==> src/rtl/muldiv_unit_if.sv <==
// rtl/muldiv_unit_if.sv - issue/write-back bundle between the register file and muldiv_unit
//   start, op, a, b, dst      : request side, driven by the issue logic (master)
//   busy                      : unit occupied, start ignored
//   write, wreg, wd           : register-file write port, driven by the unit (slave)
//   done, dz                  : completion pulse and divide-by-zero flag
interface muldiv_unit_if #(
  parameter int WIDTH     = 16,
  parameter int REGS_LOG2 = 3
);
  logic                 start;
  logic [1:0]           op;
  logic [WIDTH-1:0]     a;
  logic [WIDTH-1:0]     b;
  logic [REGS_LOG2-1:0] dst;
  logic                 busy;
  logic                 write;
  logic [REGS_LOG2-1:0] wreg;
  logic [WIDTH-1:0]     wd;
  logic                 done;
  logic                 dz;

  modport master (
    output start, op, a, b, dst,
    input  busy, write, wreg, wd, done, dz
  );

  modport slave (
    input  start, op, a, b, dst,
    output busy, write, wreg, wd, done, dz
  );
endinterface

==> src/rtl/muldiv_unit.sv <==
// rtl/muldiv_unit.sv - iterative 16-bit multiply/divide unit writing both result halves to the register file
//   clk  : system clock, rising edge
//   rst  : asynchronous active-low reset
//   bus  : muldiv_unit_if slave (start/op/a/b/dst in; busy/write/wreg/wd/done/dz out)
//   op   : 00 MULU, 01 MULS, 10 DIVU, 11 DIVS
module muldiv_unit #(
  parameter int WIDTH     = 16,
  parameter int REGS_LOG2 = 3
) (
  input  logic          clk,
  input  logic          rst,
  muldiv_unit_if.slave  bus
);
  typedef enum logic [1:0] {IDLE, CALC, WB_LO, WB_HI} state_t;

  localparam logic [4:0] LAST_STEP = 5'(WIDTH - 1);

  state_t               state_q, state_d;
  logic [4:0]           cnt_q;
  logic [1:0]           op_q;
  logic [REGS_LOG2-1:0] dst_q;
  logic [WIDTH-1:0]     opb_q;     // multiplicand / divisor magnitude
  logic [WIDTH-1:0]     hi_q;      // partial product high / partial remainder
  logic [WIDTH-1:0]     lo_q;      // multiplier shifting out / quotient shifting in
  logic [WIDTH-1:0]     a_q;       // original dividend, returned as remainder on divide by zero
  logic                 dz_q;
  logic                 neg_lo_q;  // negate product (MUL) or quotient (DIV)
  logic                 neg_hi_q;  // negate remainder (DIVS with negative dividend)

  logic accept, last_step, is_signed;
  assign accept    = (state_q == IDLE) && bus.start;
  assign last_step = (state_q == CALC) && (cnt_q == LAST_STEP);
  assign is_signed = bus.op[0];

  logic [WIDTH-1:0] mag_a, mag_b;
  assign mag_a = (is_signed && bus.a[WIDTH-1]) ? -bus.a : bus.a;
  assign mag_b = (is_signed && bus.b[WIDTH-1]) ? -bus.b : bus.b;

  // One iteration: shift-add for multiply, restoring shift-subtract for divide.
  // The partial remainder stays below the divisor, so div_diff fits in WIDTH bits when taken.
  logic [WIDTH:0]   mul_sum, div_shift, div_diff;
  logic             div_ge;
  logic [WIDTH-1:0] step_hi, step_lo;
  assign mul_sum   = lo_q[0] ? ({1'b0, hi_q} + {1'b0, opb_q}) : {1'b0, hi_q};
  assign div_shift = {hi_q, lo_q[WIDTH-1]};
  assign div_diff  = div_shift - {1'b0, opb_q};
  assign div_ge    = div_shift >= {1'b0, opb_q};

  always_comb begin
    step_hi = '0;
    step_lo = '0;
    if (op_q[1]) begin
      step_hi = div_ge ? div_diff[WIDTH-1:0] : div_shift[WIDTH-1:0];
      step_lo = {lo_q[WIDTH-2:0], div_ge};
    end else begin
      {step_hi, step_lo} = {mul_sum, lo_q[WIDTH-1:1]};
    end
  end

  // Sign fix-up and divide-by-zero override applied on the final step.
  logic [2*WIDTH-1:0] prod_neg;
  logic [WIDTH-1:0]   fin_hi, fin_lo;
  assign prod_neg = -{step_hi, step_lo};

  always_comb begin
    fin_hi = step_hi;
    fin_lo = step_lo;
    if (dz_q) begin
      fin_lo = '1;
      fin_hi = a_q;
    end else if (op_q[1]) begin
      if (neg_lo_q) fin_lo = -step_lo;
      if (neg_hi_q) fin_hi = -step_hi;
    end else if (neg_lo_q) begin
      {fin_hi, fin_lo} = prod_neg;
    end
  end

  always_ff @(posedge clk or negedge rst) begin
    if (!rst) state_q <= IDLE;
    else      state_q <= state_d;
  end

  always_comb begin
    state_d = state_q;
    case (state_q)
      IDLE:    if (bus.start) state_d = CALC;
      CALC:    if (last_step) state_d = WB_LO;
      WB_LO:   state_d = WB_HI;
      WB_HI:   state_d = IDLE;
      default: state_d = IDLE;
    endcase
  end

  always_ff @(posedge clk or negedge rst) begin
    if (!rst) begin
      cnt_q    <= '0;
      op_q     <= '0;
      dst_q    <= '0;
      opb_q    <= '0;
      hi_q     <= '0;
      lo_q     <= '0;
      a_q      <= '0;
      dz_q     <= 1'b0;
      neg_lo_q <= 1'b0;
      neg_hi_q <= 1'b0;
    end else if (accept) begin
      cnt_q    <= '0;
      op_q     <= bus.op;
      dst_q    <= bus.dst;
      opb_q    <= mag_b;
      hi_q     <= '0;
      lo_q     <= mag_a;
      a_q      <= bus.a;
      dz_q     <= bus.op[1] && (bus.b == '0);
      neg_lo_q <= is_signed && (bus.a[WIDTH-1] ^ bus.b[WIDTH-1]);
      neg_hi_q <= is_signed && bus.op[1] && bus.a[WIDTH-1];
    end else if (state_q == CALC) begin
      cnt_q <= cnt_q + 5'd1;
      if (last_step) begin
        hi_q <= fin_hi;
        lo_q <= fin_lo;
      end else begin
        hi_q <= step_hi;
        lo_q <= step_lo;
      end
    end
  end

  assign bus.busy = (state_q != IDLE);

  always_comb begin
    bus.write = 1'b0;
    bus.wreg  = '0;
    bus.wd    = '0;
    bus.done  = 1'b0;
    bus.dz    = 1'b0;
    case (state_q)
      WB_LO: begin
        bus.write = 1'b1;
        bus.wreg  = dst_q;
        bus.wd    = lo_q;
      end
      WB_HI: begin
        bus.write = 1'b1;
        bus.wreg  = dst_q + REGS_LOG2'(1);
        bus.wd    = hi_q;
        bus.done  = 1'b1;
        bus.dz    = dz_q;
      end
      default: ;
    endcase
  end
endmodule

==> src/flat_wrapper.sv <==
// flat-port wrapper written by rule: the top's interface ports become plain ports
module muldiv_unit_flat 
#(
  parameter int WIDTH     = 16,
  parameter int REGS_LOG2 = 3
)
  (clk, rst, bus_start, bus_op, bus_a, bus_b, bus_dst, bus_busy, bus_write, bus_wreg, bus_wd, bus_done, bus_dz);
  muldiv_unit_if #(.WIDTH(WIDTH), .REGS_LOG2(REGS_LOG2)) bus_i ();
  input  logic clk;
  input  logic rst;
  input wire logic [$bits(bus_i.start)-1:0] bus_start;
  input wire logic [$bits(bus_i.op)-1:0] bus_op;
  input wire logic [$bits(bus_i.a)-1:0] bus_a;
  input wire logic [$bits(bus_i.b)-1:0] bus_b;
  input wire logic [$bits(bus_i.dst)-1:0] bus_dst;
  output wire logic [$bits(bus_i.busy)-1:0] bus_busy;
  output wire logic [$bits(bus_i.write)-1:0] bus_write;
  output wire logic [$bits(bus_i.wreg)-1:0] bus_wreg;
  output wire logic [$bits(bus_i.wd)-1:0] bus_wd;
  output wire logic [$bits(bus_i.done)-1:0] bus_done;
  output wire logic [$bits(bus_i.dz)-1:0] bus_dz;
  assign bus_i.start = bus_start;
  assign bus_i.op = bus_op;
  assign bus_i.a = bus_a;
  assign bus_i.b = bus_b;
  assign bus_i.dst = bus_dst;
  assign bus_busy = bus_i.busy;
  assign bus_write = bus_i.write;
  assign bus_wreg = bus_i.wreg;
  assign bus_wd = bus_i.wd;
  assign bus_done = bus_i.done;
  assign bus_dz = bus_i.dz;
  muldiv_unit #(.WIDTH(WIDTH), .REGS_LOG2(REGS_LOG2)) u_core (.clk(clk), .rst(rst), .bus(bus_i));
endmodule
==> config.mk <==
export PLATFORM = sky130hd
export DESIGN_NAME = muldiv_unit_flat
export DESIGN_NICKNAME = d
export VERILOG_FILES = /design/src/rtl/muldiv_unit_if.sv /design/src/rtl/muldiv_unit.sv /design/src/flat_wrapper.sv
export SDC_FILE = /design/constraint.sdc
export NUM_CORES = 1
export LEC_CHECK = 0
export ABC_CLOCK_PERIOD_IN_PS = 5300
export CORE_MARGIN = 1
export CORE_UTILIZATION = 50
export DETAILED_ROUTE_END_ITERATION = 8
export PLACE_DENSITY = 0.75
export SYNTH_ARGS = -nofsm -noshare
export SYNTH_HDL_FRONTEND = slang
export SYNTH_SLANG_ARGS = --single-unit
==> constraint.sdc <==
create_clock -name clk -period 5.3 [get_ports clk]
set_clock_uncertainty 0.1 [all_clocks]
set_input_delay 0.795 -clock clk [delete_from_list [all_inputs] [get_ports clk]]
set_output_delay 0.795 -clock clk [all_outputs]
set_load 0.02 [all_outputs]
==> results.yml <==
run_status:
  run_status: "finished clean"
die:
  num_rows: 44
  fp.coreArea_um2: 14800
  die_y_um: 126
  fp.dieArea_um2: 15900
  initial_core_util: 0.522
  pin_count: 63
  fp.dieW_um: 126
critical_path:
  r2r_slack_ns: 0.54
  crit_path_max_fanout: 8
  rr_worst_depth: 16
  end_kind: "flip-flop"
  start_kind: "flip-flop"
  cp.arrival_ns: 4.92
  setup.worst_path.class: "flip-flop to flip-flop"
  reg2reg_from: "u_core.hi_q[11]$_DFFE_PN0P_"
  critPathRequiredTime_ns: 5.46
  reg2reg_to: "u_core.hi_q[14]$_DFFE_PN0P_"
route:
  drc_errors: 0
  drtAntennaViolNets: 0
  wl_mm: 25.1
  drt-pass1-iter-count: 6
  routedWlPerCell_um: 21.2
  post_drt_via_cell_ratio: 6.57
  drtIter0Drc: 951
  via_count: 7775
yosys:
  synth_ff_type: "dfrtp_1"
  syn_nets: 1045
  synthTopCellsByArea: "dfrtp_1, ha_1, nand2_1"
  synth_area_leader_cell: "dfrtp_1"
  ys_warn_count: 0
  synth_cell_types: 95
  yosysSeqAreaShare: 0.253
  netlist_area_um2: 7700
  syn_avg_cell_area_um2: 8.03
  synth_edf_count: 0
  synth_top_area_share: 0.253
  ys_seq_elements: 78
  syn_inst: 959
  async_flop_share: 1.00
clocking:
  cts_root_buf: "clkbuf_16"
  clock_latency_ns: 0.36
  post_cts.repair.setup_buffers: 0
  clkSlewWorstSetupHoldPaths_ns: 0.06
  numCtsBuffers: 9
  holdBufCountCts: 0
  htreeDepth: 3
  cts_tree: "built"
  cts_resized: 0
  cts_sinks: 78
  ctsLongestPathBuffers: 2
sta:
  max_freq_ghz: 0.210
  hold_ws_ns: 0.390
  final-setup-viol-count: 0
  finalCriticalPeriod_ns: 4.76
  maxSlewHeadroom: 0.304
  tightest_slew_ns: 1.04
  period_share: 0.898
  slew_viol_final: 0
  hold_viol: 0
  rsz0062_at_grt: "false"
  tns_ns: 0
finish:
  area_growth_pct: 13.6
  drive_above_1_share: 0.0681
  final_cell_area_um2: 8750
  fin_cells: 1184
  fillers: 1356
  final_nets: 1080
hold_path:
  worstHoldStart: "u_core.a_q[7]$_DFFE_PN0P_"
  min_to: "u_core.a_q[7]$_DFFE_PN0P_"
  hold_path_depth: 2
  worstHoldPathType: "flip-flop to flip-flop"
grt:
  antenna_found_initial: 1
  gr-total-overflow: 0
  track_usage: 0.325
  grt_max_degree: 79
  grt_pass1_wl_mm: 39.7
  grt_pass1_vias: 7162
pwr:
  p_leak_nw: 3.65
  p_per_area_nw_per_um2: 749
  peakVddDrop_mv: 0.255
placed_design:
  dp_hpwl_mm: 18.6
  place_inst: 1167
  port_buffers: 62
  gp_congestion: 0.996
  postPlaceCellArea_um2: 8420
job:
  max_cap_violations: 0
## through the flow
step / total power, mW / setup slack, ns / utilization
finish: 6.55 / 0.542 / 0.593
global route: 7.00 / 0.221 / 0.593
detailed placement: 5.70 / 0.639 / 0.571
CTS: 6.43 / 0.602 / 0.593
global placement: 5.65 / 0.785 / 0.571
floorplan: 4.47 / 1.18 / -
## worst max-delay path by stage
stage	end	cells after the start	startpoint
2_1_floorplan	u_core.hi_q[14]$_DFFE_PN0P_	17	u_core.hi_q[11]$_DFFE_PN0P_
3_3_place_gp	u_core.hi_q[14]$_DFFE_PN0P_	16	u_core.hi_q[9]$_DFFE_PN0P_
3_5_place_dp	u_core.hi_q[14]$_DFFE_PN0P_	16	u_core.hi_q[9]$_DFFE_PN0P_
4_1_cts	u_core.hi_q[14]$_DFFE_PN0P_	16	u_core.hi_q[9]$_DFFE_PN0P_
5_1_grt	u_core.hi_q[14]$_DFFE_PN0P_	16	u_core.hi_q[1]$_DFFE_PN0P_
6_report	u_core.hi_q[14]$_DFFE_PN0P_	16	u_core.hi_q[11]$_DFFE_PN0P_
## cell type report
class                   count  area, um2  area share
multi-input cells         793       5400       0.617
flip-flops and latches     78       1950       0.223
repair buffers             71        686      0.0784
well taps                 184        230      0.0263
clock buffers              10        229      0.0262
inverters                  41        154      0.0176
clock inverters             6       95.1      0.0109
diodes                      1       2.50    0.000286
## synthesized netlist by cell type (4+ instances only)
| library cell | instances |
|---|---|
| o21bai_1 | 4 |
| clkbuf_1 | 33 |
| o41ai_1 | 4 |
| a2111oi_0 | 5 |
| nand2_1 | 135 |
| a211oi_1 | 9 |
| a31oi_1 | 15 |
| a21o_1 | 18 |
| nand3_1 | 20 |
| inv_1 | 40 |
| or4_1 | 6 |
| nand2b_1 | 8 |
| o21a_1 | 10 |
| nor2_1 | 53 |
| a22o_1 | 24 |
| xnor2_1 | 45 |
| and3_1 | 5 |
| o21ai_0 | 82 |
| or3_1 | 10 |
| a311oi_2 | 4 |
| buf_2 | 9 |
| nand4_1 | 8 |
| nor2b_1 | 9 |
| mux2i_1 | 22 |
| and2_1 | 11 |
| o31ai_1 | 15 |
| nor3_1 | 22 |
| o211ai_1 | 12 |
| xor2_1 | 17 |
| a21oi_1 | 63 |
| o221ai_1 | 19 |
| nor4_1 | 7 |
| o22ai_1 | 5 |
| ha_1 | 44 |
| dfrtp_1 | 78 |
## worst max-delay path, stage by stage, from the launching register on
cell and delay, ns:
dfrtp_1 0.48, ha_1 0.43, a21o_1 0.22, a31o_2 0.27
a22oi_4 0.35, nand4_4 0.20, o21ai_0 0.24, ha_1 0.27
and3b_1 0.23, and4_1 0.29, a21o_1 0.20, nand2_1 0.12
o31ai_4 0.34, nand4b_1 0.15, o31ai_1 0.24, mux2_1 0.35
o31ai_1 0.18
## layout by cell type, fill, tap and decap left out, types with 15 or more instances in the layout
master	count
a21oi_1	63
mux2i_1	22
xnor2_1	45
nand2_1	134
nand3_1	20
a22o_1	24
xor2_1	17
clkdlybuf4s50_1	61
inv_1	40
o21ai_0	82
o31ai_1	15
nor2_1	52
o221ai_1	19
nor3_1	22
a31oi_1	15
a21o_1	18
ha_1	44
dfrtp_1	77
## registers in the layout, indices dropped and copies added, names as in the netlist
| name | count |
|---|---|
| u_core.lo_q | 16 |
| u_core.neg_hi_q | 1 |
| u_core.neg_lo_q | 1 |
| u_core.opb_q | 16 |
| u_core.op_q | 1 |
| u_core.dst_q | 3 |
| u_core.hi_q | 16 |
| u_core.a_q | 16 |
| u_core.dz_q | 1 |
| u_core.cnt_q | 5 |
| u_core.state_q | 2 |
## power breakdown
part | switching, mW | leakage, nW | total, mW | internal, mW
clock | 0.285 | 0.151 | 0.702 | 0.417
combinational | 2.83 | 2.52 | 4.60 | 1.78
sequential | 0.377 | 0.975 | 1.25 | 0.870
total | 3.49 | 3.65 | 6.55 | 3.06
## routing by layer
layer  track usage  vias to the layer above  wire length, um
li1              -                     3645                -
met4         0.124                        0              618
met1         0.465                     3742            11300
met2         0.478                      351            10800
met5             0                        -                0
met3        0.0709                       37             2390
## cell families after synthesis
kind of cell	after synthesis	share of synthesized area
muxes	25	0.0330
AOI/OAI and AO/OA	334	0.306
adders and majority gates	46	0.0767
xor gates and xnor gates	62	0.0705
and+or+nand+nor	326	0.214
DFF	78	0.253
buffers and inverters	88	0.0465
No activity file was read; power rests on OpenSTA's default activity.
